## config.mk

```make
export PLATFORM = sky130hd
export DESIGN_NAME = uart_rxd_flat
export DESIGN_NICKNAME = d
export VERILOG_FILES = /design/src/rtl/uart_rxd_if.sv /design/src/rtl/uart_rxd.sv /design/src/flat_wrapper.sv
export SDC_FILE = /design/constraint.sdc
export NUM_CORES = 1
export LEC_CHECK = 0
export ABC_CLOCK_PERIOD_IN_PS = 2540
export BUFFER_PORTS_ARGS = -buffer_cell sky130_fd_sc_hd__clkbuf_2
export CELL_PAD_IN_SITES_DETAIL_PLACEMENT = 1
export CELL_PAD_IN_SITES_GLOBAL_PLACEMENT = 2
export CORE_ASPECT_RATIO = 0.7
export CORE_MARGIN = 3
export CORE_UTILIZATION = 40
export DETAILED_ROUTE_END_ITERATION = 8
export HOLD_SLACK_MARGIN = 0.02
export PLACE_DENSITY_LB_ADDON = 0.1
export SYNTH_ARGS = -nofsm -noshare
export SYNTH_HDL_FRONTEND = slang
export SYNTH_SLANG_ARGS = --single-unit
```

## constraint.sdc

```tcl
create_clock -name clk -period 2.54 [get_ports clk]
set_input_delay 0.254 -clock clk [delete_from_list [all_inputs] [get_ports clk]]
set_output_delay 0.254 -clock clk [all_outputs]
set_load 0.03 [all_outputs]
```

## src/rtl/uart_rxd_if.sv

```systemverilog
// rtl/uart_rxd_if.sv - serial line and received-byte bundle for uart_rxd
// Signals:
//   rxd        serial line, idle high (driven by the line side)
//   q          last correctly received byte
//   valid      one-clock pulse, q updated in the same cycle
//   frame_err  one-clock pulse when a stop bit is sampled low
//   busy       receiver is inside a frame or waiting for the line to idle
// Modports: master = receiver, slave = line driver / byte consumer.
interface uart_rxd_if;
    logic       rxd;
    logic [7:0] q;
    logic       valid;
    logic       frame_err;
    logic       busy;

    modport master (
        input  rxd,
        output q,
        output valid,
        output frame_err,
        output busy
    );

    modport slave (
        output rxd,
        input  q,
        input  valid,
        input  frame_err,
        input  busy
    );
endinterface

```

## src/rtl/uart_rxd.sv

```systemverilog
// rtl/uart_rxd.sv - UART receiver, 8 data bits, no parity, 1 stop bit, MSB first
// Ports:
//   clk    system clock, rising edge
//   rst_n  asynchronous active-low reset
//   bus    uart_rxd_if.master: rxd in; q, valid, frame_err, busy out
module uart_rxd #(
    parameter int CLOCK_FREQUENCY = 100_000_000,
    parameter int BAUD_RATE       = 115_200
) (
    input  logic          clk,
    input  logic          rst_n,
    uart_rxd_if.master    bus
);
    localparam int DIV  = CLOCK_FREQUENCY / BAUD_RATE;
    localparam int HALF = DIV / 2;
    localparam int CW   = (DIV > 1) ? $clog2(DIV) : 1;

    localparam logic [CW-1:0] CNT_HALF = CW'(HALF - 1);
    localparam logic [CW-1:0] CNT_FULL = CW'(DIV - 1);

    typedef enum logic [2:0] {
        IDLE,
        START,
        DATA,
        STOP,
        WAIT_IDLE
    } state_t;

    state_t        state, state_n;
    logic          sync1, rxd_s;
    logic [CW-1:0] cnt, cnt_n;
    logic [2:0]    bit_idx, bit_idx_n;
    logic [7:0]    shift, shift_n;
    logic [7:0]    q_r, q_n;
    logic          valid_r, valid_n;
    logic          ferr_r, ferr_n;

    // Two-flop synchroniser; reset to the idle level so reset never looks like a start bit.
    always_ff @(posedge clk or negedge rst_n) begin
        if (!rst_n) begin
            sync1 <= 1'b1;
            rxd_s <= 1'b1;
        end else begin
            sync1 <= bus.rxd;
            rxd_s <= sync1;
        end
    end

    always_ff @(posedge clk or negedge rst_n) begin
        if (!rst_n) begin
            state   <= IDLE;
            cnt     <= '0;
            bit_idx <= '0;
            shift   <= '0;
            q_r     <= '0;
            valid_r <= 1'b0;
            ferr_r  <= 1'b0;
        end else begin
            state   <= state_n;
            cnt     <= cnt_n;
            bit_idx <= bit_idx_n;
            shift   <= shift_n;
            q_r     <= q_n;
            valid_r <= valid_n;
            ferr_r  <= ferr_n;
        end
    end

    always_comb begin
        state_n   = state;
        cnt_n     = cnt + 1'b1;
        bit_idx_n = bit_idx;
        shift_n   = shift;
        q_n       = q_r;
        valid_n   = 1'b0;
        ferr_n    = 1'b0;
        unique case (state)
            IDLE: begin
                cnt_n = '0;
                if (!rxd_s) state_n = START;
            end
            START: begin
                // Mid start bit: a high line here means the low was only a glitch.
                if (cnt == CNT_HALF) begin
                    cnt_n     = '0;
                    bit_idx_n = '0;
                    state_n   = rxd_s ? IDLE : DATA;
                end
            end
            DATA: begin
                if (cnt == CNT_FULL) begin
                    cnt_n     = '0;
                    shift_n   = {shift[6:0], rxd_s};
                    bit_idx_n = bit_idx + 3'd1;
                    if (bit_idx == 3'd7) state_n = STOP;
                end
            end
            STOP: begin
                // Leave at mid stop bit so a back-to-back start edge is caught in IDLE.
                if (cnt == CNT_FULL) begin
                    cnt_n = '0;
                    if (rxd_s) begin
                        q_n     = shift;
                        valid_n = 1'b1;
                        state_n = IDLE;
                    end else begin
                        ferr_n  = 1'b1;
                        state_n = WAIT_IDLE;
                    end
                end
            end
            WAIT_IDLE: begin
                // A held-low line (break) must not be read as a stream of frames.
                cnt_n = '0;
                if (rxd_s) state_n = IDLE;
            end
            default: begin
                cnt_n   = '0;
                state_n = IDLE;
            end
        endcase
    end

    assign bus.q         = q_r;
    assign bus.valid     = valid_r;
    assign bus.frame_err = ferr_r;
    assign bus.busy      = (state != IDLE);
endmodule

```

## src/flat_wrapper.sv

```systemverilog
// flat-port wrapper written by rule: the top's interface ports become plain ports
module uart_rxd_flat 
#(
    parameter int CLOCK_FREQUENCY = 100_000_000,
    parameter int BAUD_RATE       = 115_200
)
  (clk, rst_n, bus_rxd, bus_q, bus_valid, bus_frame_err, bus_busy);
  uart_rxd_if bus_i ();
  input  logic clk;
  input  logic rst_n;
  input wire logic [$bits(bus_i.rxd)-1:0] bus_rxd;
  output wire logic [$bits(bus_i.q)-1:0] bus_q;
  output wire logic [$bits(bus_i.valid)-1:0] bus_valid;
  output wire logic [$bits(bus_i.frame_err)-1:0] bus_frame_err;
  output wire logic [$bits(bus_i.busy)-1:0] bus_busy;
  assign bus_i.rxd = bus_rxd;
  assign bus_q = bus_i.q;
  assign bus_valid = bus_i.valid;
  assign bus_frame_err = bus_i.frame_err;
  assign bus_busy = bus_i.busy;
  uart_rxd #(.CLOCK_FREQUENCY(CLOCK_FREQUENCY), .BAUD_RATE(BAUD_RATE)) u_core (.clk(clk), .rst_n(rst_n), .bus(bus_i));
endmodule
```

==> results of run 1 <==
[synth_stat cells, types with 2 or more instances]
cell type,instances,area share
sky130_fd_sc_hd__a311oi_1,2,0.011
sky130_fd_sc_hd__dfstp_2,2,0.032
sky130_fd_sc_hd__mux2_2,8,0.055
sky130_fd_sc_hd__nor2_1,15,0.034
sky130_fd_sc_hd__nand2_1,11,0.025
sky130_fd_sc_hd__mux2i_1,4,0.024
sky130_fd_sc_hd__mux2_4,8,0.073
sky130_fd_sc_hd__ha_1,4,0.030
sky130_fd_sc_hd__dfrtp_1,34,0.52
sky130_fd_sc_hd__xnor2_1,6,0.032
sky130_fd_sc_hd__and3_4,2,0.014
sky130_fd_sc_hd__nor3_1,2,0.0061
sky130_fd_sc_hd__inv_1,3,0.0068
sky130_fd_sc_hd__nand3_1,4,0.012
sky130_fd_sc_hd__nor3b_1,2,0.0091
sky130_fd_sc_hd__a21oi_1,2,0.0061
sky130_fd_sc_hd__xor2_1,2,0.011
[through the flow]
stage / setup WS (ns) / utilization / hold WS (ns) / instances / power [mW]
after CTS: 0.644 / 0.496 / 0.0364 / 197 / 1.09
after global routing: 0.569 / 0.496 / 0.0301 / 197 / 1.12
after detailed placement: 0.661 / 0.467 / 0.345 / 189 / 0.602
final: 0.646 / 0.496 / 0.0423 / 197 / 1.08
after floorplan: 0.784 / - / -0.0416 / 128 / 0.588
after global placement: 0.671 / 0.467 / 0.343 / 189 / 0.602
[per-layer routing]
metal,share of wire,vias to the layer above,track usage
met5,0,-,0
met2,0.42,22,0.193
li1,-,480,-
met1,0.52,491,0.210
met3,0.045,7,0.0456
met4,0.018,0,0.0629
[cell families after synthesis]
group / share of synthesized area
DFF: 0.549
adders and majority gates: 0.0304
muxes: 0.152
xor gates and xnor gates: 0.0426
AOI/OAI and AO/OA: 0.0342
buffers and inverters: 0.0221
and+or+nand+nor: 0.169
[cell type report]
class / count / area [µm²]
clock buffers: 6 / 72.6
clock inverters: 2 / 35.0
fillers: 410 / 1880
inverters: 3 / 11.3
multi-input cells: 87 / 704
flip-flops and latches: 36 / 903
well taps: 50 / 62.6
repair buffers: 13 / 65.1
[flip-flops by register name (all words and copies together), names as in the netlist]
register              count
u_core.bit_idx            3
u_core.bus.frame_err      1
u_core.bus.q              8
u_core.bus.valid          1
u_core.cnt               10
u_core.rxd_s              1
u_core.shift              8
u_core.state              3
u_core.sync1              1
[final timing paths]
check	to	cells after the start	slack, ns	start
min reg2reg	u_core.rxd_s	0	0.36	u_core.sync1
min in group asynchronous	u_core.cnt[8]	1	0.08	rst_n
max	u_core.bus.q[5]	5	0.65	u_core.cnt[0]
max reg2reg	u_core.bus.q[5]	5	0.65	u_core.cnt[0]
min	u_core.sync1	1	0.04	bus_rxd
max in group asynchronous	u_core.bus.q[5]	1	1.91	rst_n
[power groups by stage]
stage,registers [mW],clock network (mW),logic [mW]
detailed placement,0.589,0,0.0134
CTS,0.578,0.500,0.0132
finish,0.578,0.487,0.0123
global placement,0.589,0,0.0128
floorplan,0.588,0,0.000340
global route,0.578,0.529,0.0148
==> metrics.txt, run 1 <==
slew at the pin closest to its max-slew limit 0.884 ns; maximum fanout along the worst path 9; PostCTS Resize Cnt 0; power density cells 581 nW/µm²; Buf+Inv Stages, Crit Path 0; Clock Power Share 0.452; number of hold-slack violations in the final timing report 0; number of nets at the end of the flow around 150; combinational group share of total power 0.011; Worst Path Required 2.71 ns; CTS tree done; total I/O pin count 14; netlist area before placement 1640 µm²; aggregate global-route resource usage 0.144; number of distinct library cell variants in the gate-level netlist after synthesis 34; starting density of the core 0.440; number of nets in the synthesized netlist approximately 140; clock network latency to the later pin of the worst-skew pair 0.29 ns; commonest non-fill, non-tap cell in the layout sky130_fd_sc_hd__dfrtp_1; via count normalized by instance count just over 5; wire length of the first global-routing pass between 5000 and 6000 µm; result of the run finished clean; Detail Route Antenna Nets 0; most common cell type on the critical path sky130_fd_sc_hd__and3_4; Main synth FF type sky130_fd_sc_hd__dfrtp_1; ys async rst share 1.00; average wire per standard cell 15.1 µm; Final Max Tran Viols 0; cell chain of the critical path ha_1, and4bb_4, and3_4, and3_4, mux2_4; top achievable clock speed approximately 0.53 GHz; final number of setup-violating endpoints 0; Final Wtd Congestion ~0.68; Routed WL 2970 µm; Crit-path slowest cell sky130_fd_sc_hd__dfrtp_1; final setup TNS 0 ns; total congestion overflow after global routing 0; buffer count from post-CTS setup fixing 0; sw power 0.209 mW; number of global-route vias before repair slightly above 1000; die extent in x slightly above 80 µm; start-to-end type of the worst setup path reg -> reg; sequential area share after synthesis 0.549; number of buffers added by the clock tree synthesis step 5; area growth from synthesis to layout 12.8%; fraction of final layout cells sized beyond drive strength 1 0.313; instance count of the mapped netlist between 100 and 150; synthesis warning total 0; max cap viols 0; Syn Area/Cell approximately 13 µm²; Critical Path Max Stage Delay around 0.42 ns; VDD IR max between 0.0002 and 0.0003 V; Max clock buf depth 2; Final Skew slightly below 0.008 ns; kind of cell adding the most delay to the critical path simple AND/OR/NAND/NOR gates; maximum level of the CTS H-tree 2; Hold/Removal Path Class in -> reg; total cell area at the placement stage 1750 µm²; pin count of the biggest net entering global routing 37; Internal Pwr Total 0.868 mW; clock transition at the registers of the reported paths approximately 0.07 ns; Critical Path Source Type register; Die Height between 50 and 60 µm; number of iterations in the first detailed-routing pass 4; arrival time at the worst endpoint 2.06 ns; antenna violations before repair 0; Iteration-0 DRC Markers 37; CTS Sinks 36; worst slew margin relative to its limit 0.411; category of the worst setup path capture point register; root buffer cell sky130_fd_sc_hd__clkbuf_8; leakage power figure around 0.87 nW; Final Instance Area 1850 µm²; detailed placement HPWL between 2000 and 2500 µm; post-route minimum period about 1.9 ns; Cell Rows 18; input/output buffers 13; unrepaired setup endpoints after global routing no; via count 1000; number of remaining DRC errors 0; number of diodes 0; post-route fraction of the period consumed by the critical path 0.746; placeable core region ~3700 µm²; number of flops mapped to enable cells by yosys 0; commonest cells after routing, fill and taps aside sky130_fd_sc_hd__dfrtp_1 (34), sky130_fd_sc_hd__nor2_1 (15), sky130_fd_sc_hd__clkbuf_2 (13), sky130_fd_sc_hd__nand2_1 (11); # hold bufs at CTS 0; register bit total from synthesis 36; switching portion of total power 0.194; floorplan die area a little under 5000 µm²; share of total power in sequential cells 0.536
Note: power is estimated with default switching activity, not from simulation.
==> inputs of run 2 (changes only) <==
--- a/config.mk
+++ b/config.mk
@@ -5,13 +5,14 @@
 export SDC_FILE = /design/constraint.sdc
 export NUM_CORES = 1
 export LEC_CHECK = 0
-export ABC_CLOCK_PERIOD_IN_PS = 2540
+export ABC_AREA = 1
+export ABC_CLOCK_PERIOD_IN_PS = 2000
 export BUFFER_PORTS_ARGS = -buffer_cell sky130_fd_sc_hd__clkbuf_2
 export CELL_PAD_IN_SITES_DETAIL_PLACEMENT = 1
 export CELL_PAD_IN_SITES_GLOBAL_PLACEMENT = 2
 export CORE_ASPECT_RATIO = 0.7
 export CORE_MARGIN = 3
-export CORE_UTILIZATION = 40
+export CORE_UTILIZATION = 36
 export DETAILED_ROUTE_END_ITERATION = 8
 export HOLD_SLACK_MARGIN = 0.02
 export PLACE_DENSITY_LB_ADDON = 0.1
==> constraint.sdc (replaced) <==
create_clock -name clk -period 2 [get_ports clk]
set_input_delay 0.2 -clock clk [delete_from_list [all_inputs] [get_ports clk]]
set_output_delay 0.2 -clock clk [all_outputs]
set_load 0.03 [all_outputs]
==> run 2 against run 1 <==
  * Synthesized area rose by 3.6%
  * Sequential power rose by 27%
  * Core utilization fell by 5.6 points
  * Register-to-register slack got worse by 0.28 ns
  * Worst setup slack got worse by 0.28 ns
  * Worst hold slack improved by 0.32 ns
  * Non-clock buffer count rose by 4
  * Via count rose by 21%
  * Wire length rose by 18%
  * Largest power group unchanged
  * Design area rose by 5.7%
  * Combinational power rose by 98%
  * Sequential cell count did not move
==> metrics.txt, run 2 <==
Cell Rows 20 (was 18); category of the worst setup path capture point register (unchanged); # hold bufs at CTS 2 (was 0); count of cell instances traversed by the critical path 7 (was 5); number of global-route vias before repair 1277 (was 1035); input/output buffers 13 (unchanged); starting density of the core 0.382 (was 0.440); Main synth FF type sky130_fd_sc_hd__dfrtp_1 (unchanged); Buf+Inv Stages, Crit Path 1 (was 0); Iteration-0 DRC Markers 50 (was 37); top cell type by total area after synthesis sky130_fd_sc_hd__dfrtp_1 (unchanged); Critical Path End u_core.bus.q[7] (was u_core.bus.q[5]); Critical Path Source Type register (unchanged); instance count of the mapped netlist 187 (was 128); Final Max Tran Viols 0 (unchanged); via count 1208 (was 1000); number of hold-slack violations in the final timing report 0 (unchanged); Critical Path Max Stage Delay 0.41 ns (was 0.42 ns); arrival time at the worst endpoint 1.86 ns (was 2.06 ns); floorplan die area 5600 µm² (was 4930 µm²); endpoint of the most critical register-to-register path u_core.bus.q[7] (was u_core.bus.q[5]); wire length of the first global-routing pass 6150 µm (was 5130 µm); R2R Path Start u_core.cnt[0] (unchanged); commonest cells after routing, fill and taps aside sky130_fd_sc_hd__nand2_1 (49), sky130_fd_sc_hd__dfrtp_1 (34), sky130_fd_sc_hd__nor2_1 (22), sky130_fd_sc_hd__inv_1 (21) (was sky130_fd_sc_hd__dfrtp_1 (34), sky130_fd_sc_hd__nor2_1 (15), sky130_fd_sc_hd__clkbuf_2 (13), sky130_fd_sc_hd__nand2_1 (11)); ys async rst share 1.00 (unchanged); number of flip-flops in the largest register 10 (unchanged); detailed placement HPWL 2690 µm (was 2170 µm); register bit total from synthesis 36 (unchanged); Detail Route Antenna Nets 0 (unchanged); post-route minimum period 1.63 ns (was 1.89 ns); pin count of the biggest net entering global routing 18 (was 37); slack of the worst reg-to-reg path 0.37 ns (was 0.65 ns); Max clock buf depth 2 (unchanged); VDD IR max 0.000260 V (was 0.000276 V); result of the run finished clean (unchanged); number of flops mapped to enable cells by yosys 0 (unchanged); Die Height 63.5 µm (was 59.6 µm); final setup margin 0.370 ns (was 0.646 ns); PostCTS Resize Cnt 0 (unchanged); Crit-path slowest cell sky130_fd_sc_hd__dfrtp_1 (unchanged); unrepaired setup endpoints after global routing no (unchanged); fraction of final layout cells sized beyond drive strength 1 0.238 (was 0.313); number of distinct library cell variants in the gate-level netlist after synthesis 23 (was 34); Hold/Removal Path Class in -> async (was in -> reg); Area contributors post-synth sky130_fd_sc_hd__dfrtp_1 (50%), sky130_fd_sc_hd__nand2_1 (11%), sky130_fd_sc_hd__o21ai_2 (6.7%) (was sky130_fd_sc_hd__dfrtp_1 (52%), sky130_fd_sc_hd__mux2_4 (7.3%), sky130_fd_sc_hd__mux2_2 (5.5%)); CTS Sinks 36 (unchanged); worst r2r path cells 7 (was 5); cell chain of the critical path ha_1, nand2_1, nor2_4, nand3_2, inv_1, nand2_1, nand2_1 (was ha_1, and4bb_4, and3_4, and3_4, mux2_4); leakage power figure 0.984 nW (was 0.868 nW); synth cell count leaders sky130_fd_sc_hd__nand2_1 (49), sky130_fd_sc_hd__dfrtp_1 (34), sky130_fd_sc_hd__nor2_1 (22) (was sky130_fd_sc_hd__dfrtp_1 (34), sky130_fd_sc_hd__nor2_1 (15), sky130_fd_sc_hd__nand2_1 (11)); Syn Area/Cell 9.11 µm² (was 12.8 µm²); maximum fanout along the worst path 15 (was 9); total congestion overflow after global routing 0 (unchanged); CTS tree done (unchanged); clock transition at the registers of the reported paths 0.08 ns (was 0.07 ns); aggregate global-route resource usage 0.143 (was 0.144); netlist area before placement 1700 µm² (was 1640 µm²); power density cells 709 nW/µm² (was 581 nW/µm²); via count normalized by instance count 4.56 (was 5.08); post-route fraction of the period consumed by the critical path 0.815 (was 0.746); worst slew margin relative to its limit 0.746 (was 0.411); Final Skew 0.00789 ns (was 0.00777 ns); Final Wtd Congestion 0.830 (was 0.681); number of diodes 0 (unchanged); Yosys top cell area share 0.500 (was 0.518); most common cell type on the critical path sky130_fd_sc_hd__nand2_1 (was sky130_fd_sc_hd__and3_4); count leader, synth sky130_fd_sc_hd__nand2_1 (was sky130_fd_sc_hd__dfrtp_1); buffer count from post-CTS setup fixing 0 (unchanged); slew at the pin closest to its max-slew limit 0.380 ns (was 0.884 ns); area growth from synthesis to layout 15.1% (was 12.8%); kind of cell adding the most delay to the critical path simple AND/OR/NAND/NOR gates (unchanged); max cap viols 0 (unchanged); number of remaining DRC errors 0 (unchanged); worst slack at placement 0.346 ns (was 0.661 ns); root buffer cell sky130_fd_sc_hd__clkbuf_8 (unchanged); startpoint of the most critical setup path u_core.cnt[0] (unchanged); die extent in x 88.2 µm (was 82.6 µm); final number of setup-violating endpoints 0 (unchanged); antenna violations before repair 0 (unchanged); number of nets at the end of the flow 216 (was 153); sequential area share after synthesis 0.530 (was 0.549); number of iterations in the first detailed-routing pass 4 (unchanged); start-to-end type of the worst setup path reg -> reg (unchanged); Routed WL 3510 µm (was 2970 µm); clock network latency to the later pin of the worst-skew pair 0.29 ns (about the same); number of nets in the synthesized netlist 194 (was 135); average wire per standard cell 13.2 µm (was 15.1 µm); placeable core region 4450 µm² (was 3740 µm²); commonest non-fill, non-tap cell in the layout sky130_fd_sc_hd__nand2_1 (was sky130_fd_sc_hd__dfrtp_1); total I/O pin count 14 (unchanged); synthesis warning total 0 (unchanged); number of buffers added by the clock tree synthesis step 5 (unchanged); register ranked first by flip-flop count u_core.cnt (unchanged); final setup TNS 0 ns (unchanged); Worst Path Required 2.23 ns (was 2.71 ns); maximum level of the CTS H-tree 2 (unchanged); top achievable clock speed 0.613 GHz (was 0.528 GHz)
run 2: changes by cell type after synthesis, moves of 3 or more:
cell,previous run,this run
sky130_fd_sc_hd__mux2_2,8,0
sky130_fd_sc_hd__xnor2_1,6,1
sky130_fd_sc_hd__inv_1,3,21
sky130_fd_sc_hd__nand3_1,4,12
sky130_fd_sc_hd__xor2_1,2,5
sky130_fd_sc_hd__mux2i_1,4,0
sky130_fd_sc_hd__nand2_2,0,4
sky130_fd_sc_hd__nand2_1,11,49
sky130_fd_sc_hd__o21ai_2,1,13
sky130_fd_sc_hd__mux2_4,8,0
sky130_fd_sc_hd__nor2_1,15,22
sky130_fd_sc_hd__nand4_1,1,4
run 2: layout make-up:
type                    instances  area (µm²)
fillers                       522        2490
flip-flops and latches         36         903
multi-input cells             126         691
repair buffers                 17         100
inverters                      23        86.3
clock buffers                   5        68.8
well taps                      55        68.8
clock inverters                 3        42.5
run 2: cells by family (layout without fill, tap and decap cells):
family / count (synthesis) / count (layout) / share of synthesized area
simple gates: 99 / 99 / 0.263
buf+inv: 25 / 48 / 0.0639
flops: 36 / 36 / 0.530
fa+ha+maj: 4 / 4 / 0.0294
compound gates: 17 / 17 / 0.0823
xor+xnor: 6 / 6 / 0.0309
run 2: report_power, final:
| group | internal [mW] | switching [mW] | leakage [nW] | total, mW |
|---|---|---|---|---|
| registers | 0.731 | 0.00168 | 0.481 | 0.733 |
| logic | 0.00705 | 0.0173 | 0.449 | 0.0243 |
| clock network | 0.369 | 0.264 | 0.0541 | 0.633 |
run 2: worst min path at each step:
stage	startpoint	slack [ns]	end	cells after the start
final	rst_n	0.36	u_core.bus.q[4]	2
after global routing	u_core.sync1	0.37	u_core.rxd_s	0
after CTS	rst_n	0.36	u_core.bus.q[4]	2
after detailed placement	rst_n	0.14	u_core.bus.q[4]	1
after global placement	rst_n	0.14	u_core.bus.q[5]	1
after floorplan	rst_n	-0.1	u_core.bit_idx[0]	0
run 2: metal layers:
metal | share of wire | track usage | vias up
met3 | 0.028 | 0.0392 | 5
met1 | 0.55 | 0.207 | 557
li1 | - | - | 629
met4 | 0.0097 | 0.0453 | 0
met2 | 0.41 | 0.205 | 17
met5 | 0 | 0 | -
run 2: through the flow:
step	hold slack [ns]	area, µm²	instances	total power, mW	util
6_report	0.358	1960	265	1.39	0.440
2_1_floorplan	-0.0956	1700	187	0.748	-
5_1_grt	0.366	1960	265	1.44	0.440
3_3_place_gp	0.135	1830	255	0.769	0.411
3_5_place_dp	0.142	1830	255	0.770	0.411
4_1_cts	0.360	1960	265	1.42	0.440
==> inputs of run 3 (changes only) <==
--- a/config.mk
+++ b/config.mk
@@ -6,13 +6,13 @@
 export NUM_CORES = 1
 export LEC_CHECK = 0
 export ABC_AREA = 1
-export ABC_CLOCK_PERIOD_IN_PS = 2000
+export ABC_CLOCK_PERIOD_IN_PS = 1300
 export BUFFER_PORTS_ARGS = -buffer_cell sky130_fd_sc_hd__clkbuf_2
 export CELL_PAD_IN_SITES_DETAIL_PLACEMENT = 1
 export CELL_PAD_IN_SITES_GLOBAL_PLACEMENT = 2
 export CORE_ASPECT_RATIO = 0.7
 export CORE_MARGIN = 3
-export CORE_UTILIZATION = 36
+export CORE_UTILIZATION = 33
 export DETAILED_ROUTE_END_ITERATION = 8
 export HOLD_SLACK_MARGIN = 0.02
 export PLACE_DENSITY_LB_ADDON = 0.1
==> constraint.sdc (replaced) <==
create_clock -name clk -period 1.3 [get_ports clk]
set_input_delay 0.13 -clock clk [delete_from_list [all_inputs] [get_ports clk]]
set_output_delay 0.13 -clock clk [all_outputs]
set_load 0.03 [all_outputs]
==> run 3 against run 2 <==
  * The run now ends with negative setup slack left
  * Combinational power is 55% higher
  * Critical path depth did not move
  * Largest power group unchanged
  * Non-clock buffer count rose by 31
  * Design area up 22%
  * Worst hold slack better by 0.0020 ns
  * Register-to-register slack got worse by 0.51 ns
  * Sequential share of layout area fell by 8.4 points
  * Critical endpoint is now u_core.cnt[8]
  * Critical path type unchanged
==> metrics.txt, run 3 (synthesis gave the netlist of run 2 again) <==
leakage power figure 1.16 nW (was 0.984 nW); via count normalized by instance count 4.53 (was 4.56); Iteration-0 DRC Markers 47 (was 50); Worst Path Required 1.48 ns (was 2.23 ns); number of global-route vias before repair 1478 (was 1277); unrepaired setup endpoints after global routing yes (was no); CTS Sinks 36 (unchanged); number of nets at the end of the flow 248 (was 216); Routed WL 4120 µm (was 3510 µm); final number of setup-violating endpoints 33 (was 0); number of instances on the worst hold path 0; start-to-end type of the worst setup path reg -> reg (unchanged); Critical Path Max Stage Delay 0.42 ns (was 0.41 ns); cell chain of the critical path ha_2, buf_4, nand3_1, nor2_1, nand3_1, xor2_1, nor2_1 (was ha_1, nand2_1, nor2_4, nand3_2, inv_1, nand2_1, nand2_1); kind of cell adding the most delay to the critical path flip-flops (was simple AND/OR/NAND/NOR gates); Critical Path Source Type register (unchanged); final setup margin -0.137 ns (was 0.370 ns); number of remaining DRC errors 0 (unchanged); pin count of the biggest net entering global routing 37 (was 18); average wire per standard cell 13.2 µm (about the same); violated checks negative setup slack; power after layout 2.17 mW (was 1.39 mW); maximum level of the CTS H-tree 2 (unchanged); commonest cells after routing, fill and taps aside sky130_fd_sc_hd__dfrtp_1 (33), sky130_fd_sc_hd__nand2_1 (31), sky130_fd_sc_hd__buf_4 (29), sky130_fd_sc_hd__inv_1 (18), sky130_fd_sc_hd__nor2_1 (17) (was sky130_fd_sc_hd__nand2_1 (49), sky130_fd_sc_hd__dfrtp_1 (34), sky130_fd_sc_hd__nor2_1 (22), sky130_fd_sc_hd__inv_1 (21)); number of hold-slack violations in the final timing report 0 (unchanged); fraction of final layout cells sized beyond drive strength 1 0.475 (was 0.238); post-route minimum period 1.44 ns (was 1.63 ns); Die Height 66.1 µm (was 63.5 µm); floorplan die area 6070 µm² (was 5600 µm²); worst slew margin relative to its limit 0.683 (was 0.746); slew at the pin closest to its max-slew limit 0.475 ns (was 0.380 ns); number of diodes 0 (unchanged); Buf+Inv Stages, Crit Path 1 (unchanged); category of the worst setup path capture point register (unchanged); via count 1409 (was 1208); starting density of the core 0.348 (was 0.382); tightest hold margin 0.360 ns (was 0.358 ns); Cell Rows 21 (was 20); post-route fraction of the period consumed by the critical path 1.11 (was 0.815); count of cell instances traversed by the critical path 7 (unchanged); die extent in x 91.9 µm (was 88.2 µm); CTS tree done (unchanged); Final Max Tran Viols 0 (unchanged); max cap viols 0 (unchanged); Hold/Removal Path Class reg -> reg (was in -> async); placeable core region 4890 µm² (was 4450 µm²); area growth from synthesis to layout 40.9% (was 15.1%); Final Skew 0.00944 ns (was 0.00789 ns); top achievable clock speed 0.696 GHz (was 0.613 GHz); detailed placement HPWL 2810 µm (was 2690 µm); antenna violations before repair 0 (unchanged); number of buffers added by the clock tree synthesis step 5 (unchanged); power density cells 903 nW/µm² (was 709 nW/µm²); worst r2r path cells 7 (unchanged); number of iterations in the first detailed-routing pass 4 (unchanged); root buffer cell sky130_fd_sc_hd__clkbuf_8 (unchanged); total congestion overflow after global routing 0 (unchanged); number of flip-flops in the largest register 10 (unchanged); clock transition at the registers of the reported paths 0.08 ns (about the same); maximum fanout along the worst path 4 (was 15); Max clock buf depth 2 (unchanged); VDD IR max 0.000359 V (was 0.000260 V); input/output buffers 13 (unchanged); Final Wtd Congestion 0.827 (was 0.830); total I/O pin count 14 (unchanged); commonest non-fill, non-tap cell in the layout sky130_fd_sc_hd__dfrtp_1 (was sky130_fd_sc_hd__nand2_1); final setup TNS -2.06 ns (was 0 ns); slack of the worst reg-to-reg path -0.14 ns (was 0.37 ns); aggregate global-route resource usage 0.150 (was 0.143); result of the run complete, but fails checks (was finished clean); Detail Route Antenna Nets 0 (unchanged); Crit-path slowest cell sky130_fd_sc_hd__dfrtp_2 (was sky130_fd_sc_hd__dfrtp_1); clock network latency to the later pin of the worst-skew pair 0.30 ns (was 0.29 ns); register ranked first by flip-flop count u_core.cnt (unchanged); arrival time at the worst endpoint 1.62 ns (was 1.86 ns); wire length of the first global-routing pass 7070 µm (was 6150 µm)
run 3: cell count changes in the layout (fill, tap and decap cells not counted), moves of 3 or more:
cell	delta
sky130_fd_sc_hd__nand2_2	+11
sky130_fd_sc_hd__nor2_1	-5
sky130_fd_sc_hd__nor2_2	+4
sky130_fd_sc_hd__buf_4	+27
sky130_fd_sc_hd__nand2_1	-18
sky130_fd_sc_hd__nand2_4	+7
sky130_fd_sc_hd__inv_1	-3
run 3: layout make-up:
class,count,area [µm²]
fill,584,2490
sequential,36,905
multi-input combinational,126,823
timing repair buffer,48,375
inverter,23,91.3
tap,69,86.3
clock buffer,5,68.8
clock inverter,3,42.5
timing repair inverter,1,7.51
run 3: path summary, 6_finish.rpt:
path                               startpoint              end
worst max-delay path            u_core.cnt[0]    u_core.cnt[8]
worst min-delay path             u_core.sync1     u_core.rxd_s
worst max register to register  u_core.cnt[0]    u_core.cnt[8]
worst min register to register   u_core.sync1     u_core.rxd_s
max in group asynchronous               rst_n     u_core.rxd_s
min in group asynchronous               rst_n  u_core.bus.q[5]
run 3: timing repair:
action / 4_1_cts / 5_1_grt
hold buffers: 2 / 0
gates resized for setup: 37 / 12
endpoints found under the hold margin: 35 / 0
buffers inserted: 3 / 3
pin swaps: 11 / 5
gates cloned: 1 / 0
endpoints found under the setup margin: 34 / 35
run 3: metrics by stage:
stage	setup WS (ns)	utilization	std cells	instance area (µm²)
floorplan	-0.0104	-	187	1710
global placement	-0.103	0.422	294	2060
detailed placement	-0.208	0.422	294	2060
CTS	-0.134	0.480	308	2350
global route	-0.219	0.491	311	2400
finish	-0.137	0.491	311	2400
run 3: layer usage:
| metal | part of all wire | GRT usage |
|---|---|---|
| met2 | 0.47 | 0.255 |
| met1 | 0.49 | 0.188 |
| met5 | 0 | 0 |
| met3 | 0.023 | 0.0341 |
| met4 | 0.015 | 0.0556 |
run 3: where the power goes:
part / internal [mW] / switching, mW / total [mW]
Combinational: 0.0108 / 0.0268 / 0.0376
Sequential: 1.12 / 0.00295 / 1.13
Clock: 0.568 / 0.435 / 1.00
Total: 1.70 / 0.464 / 2.17
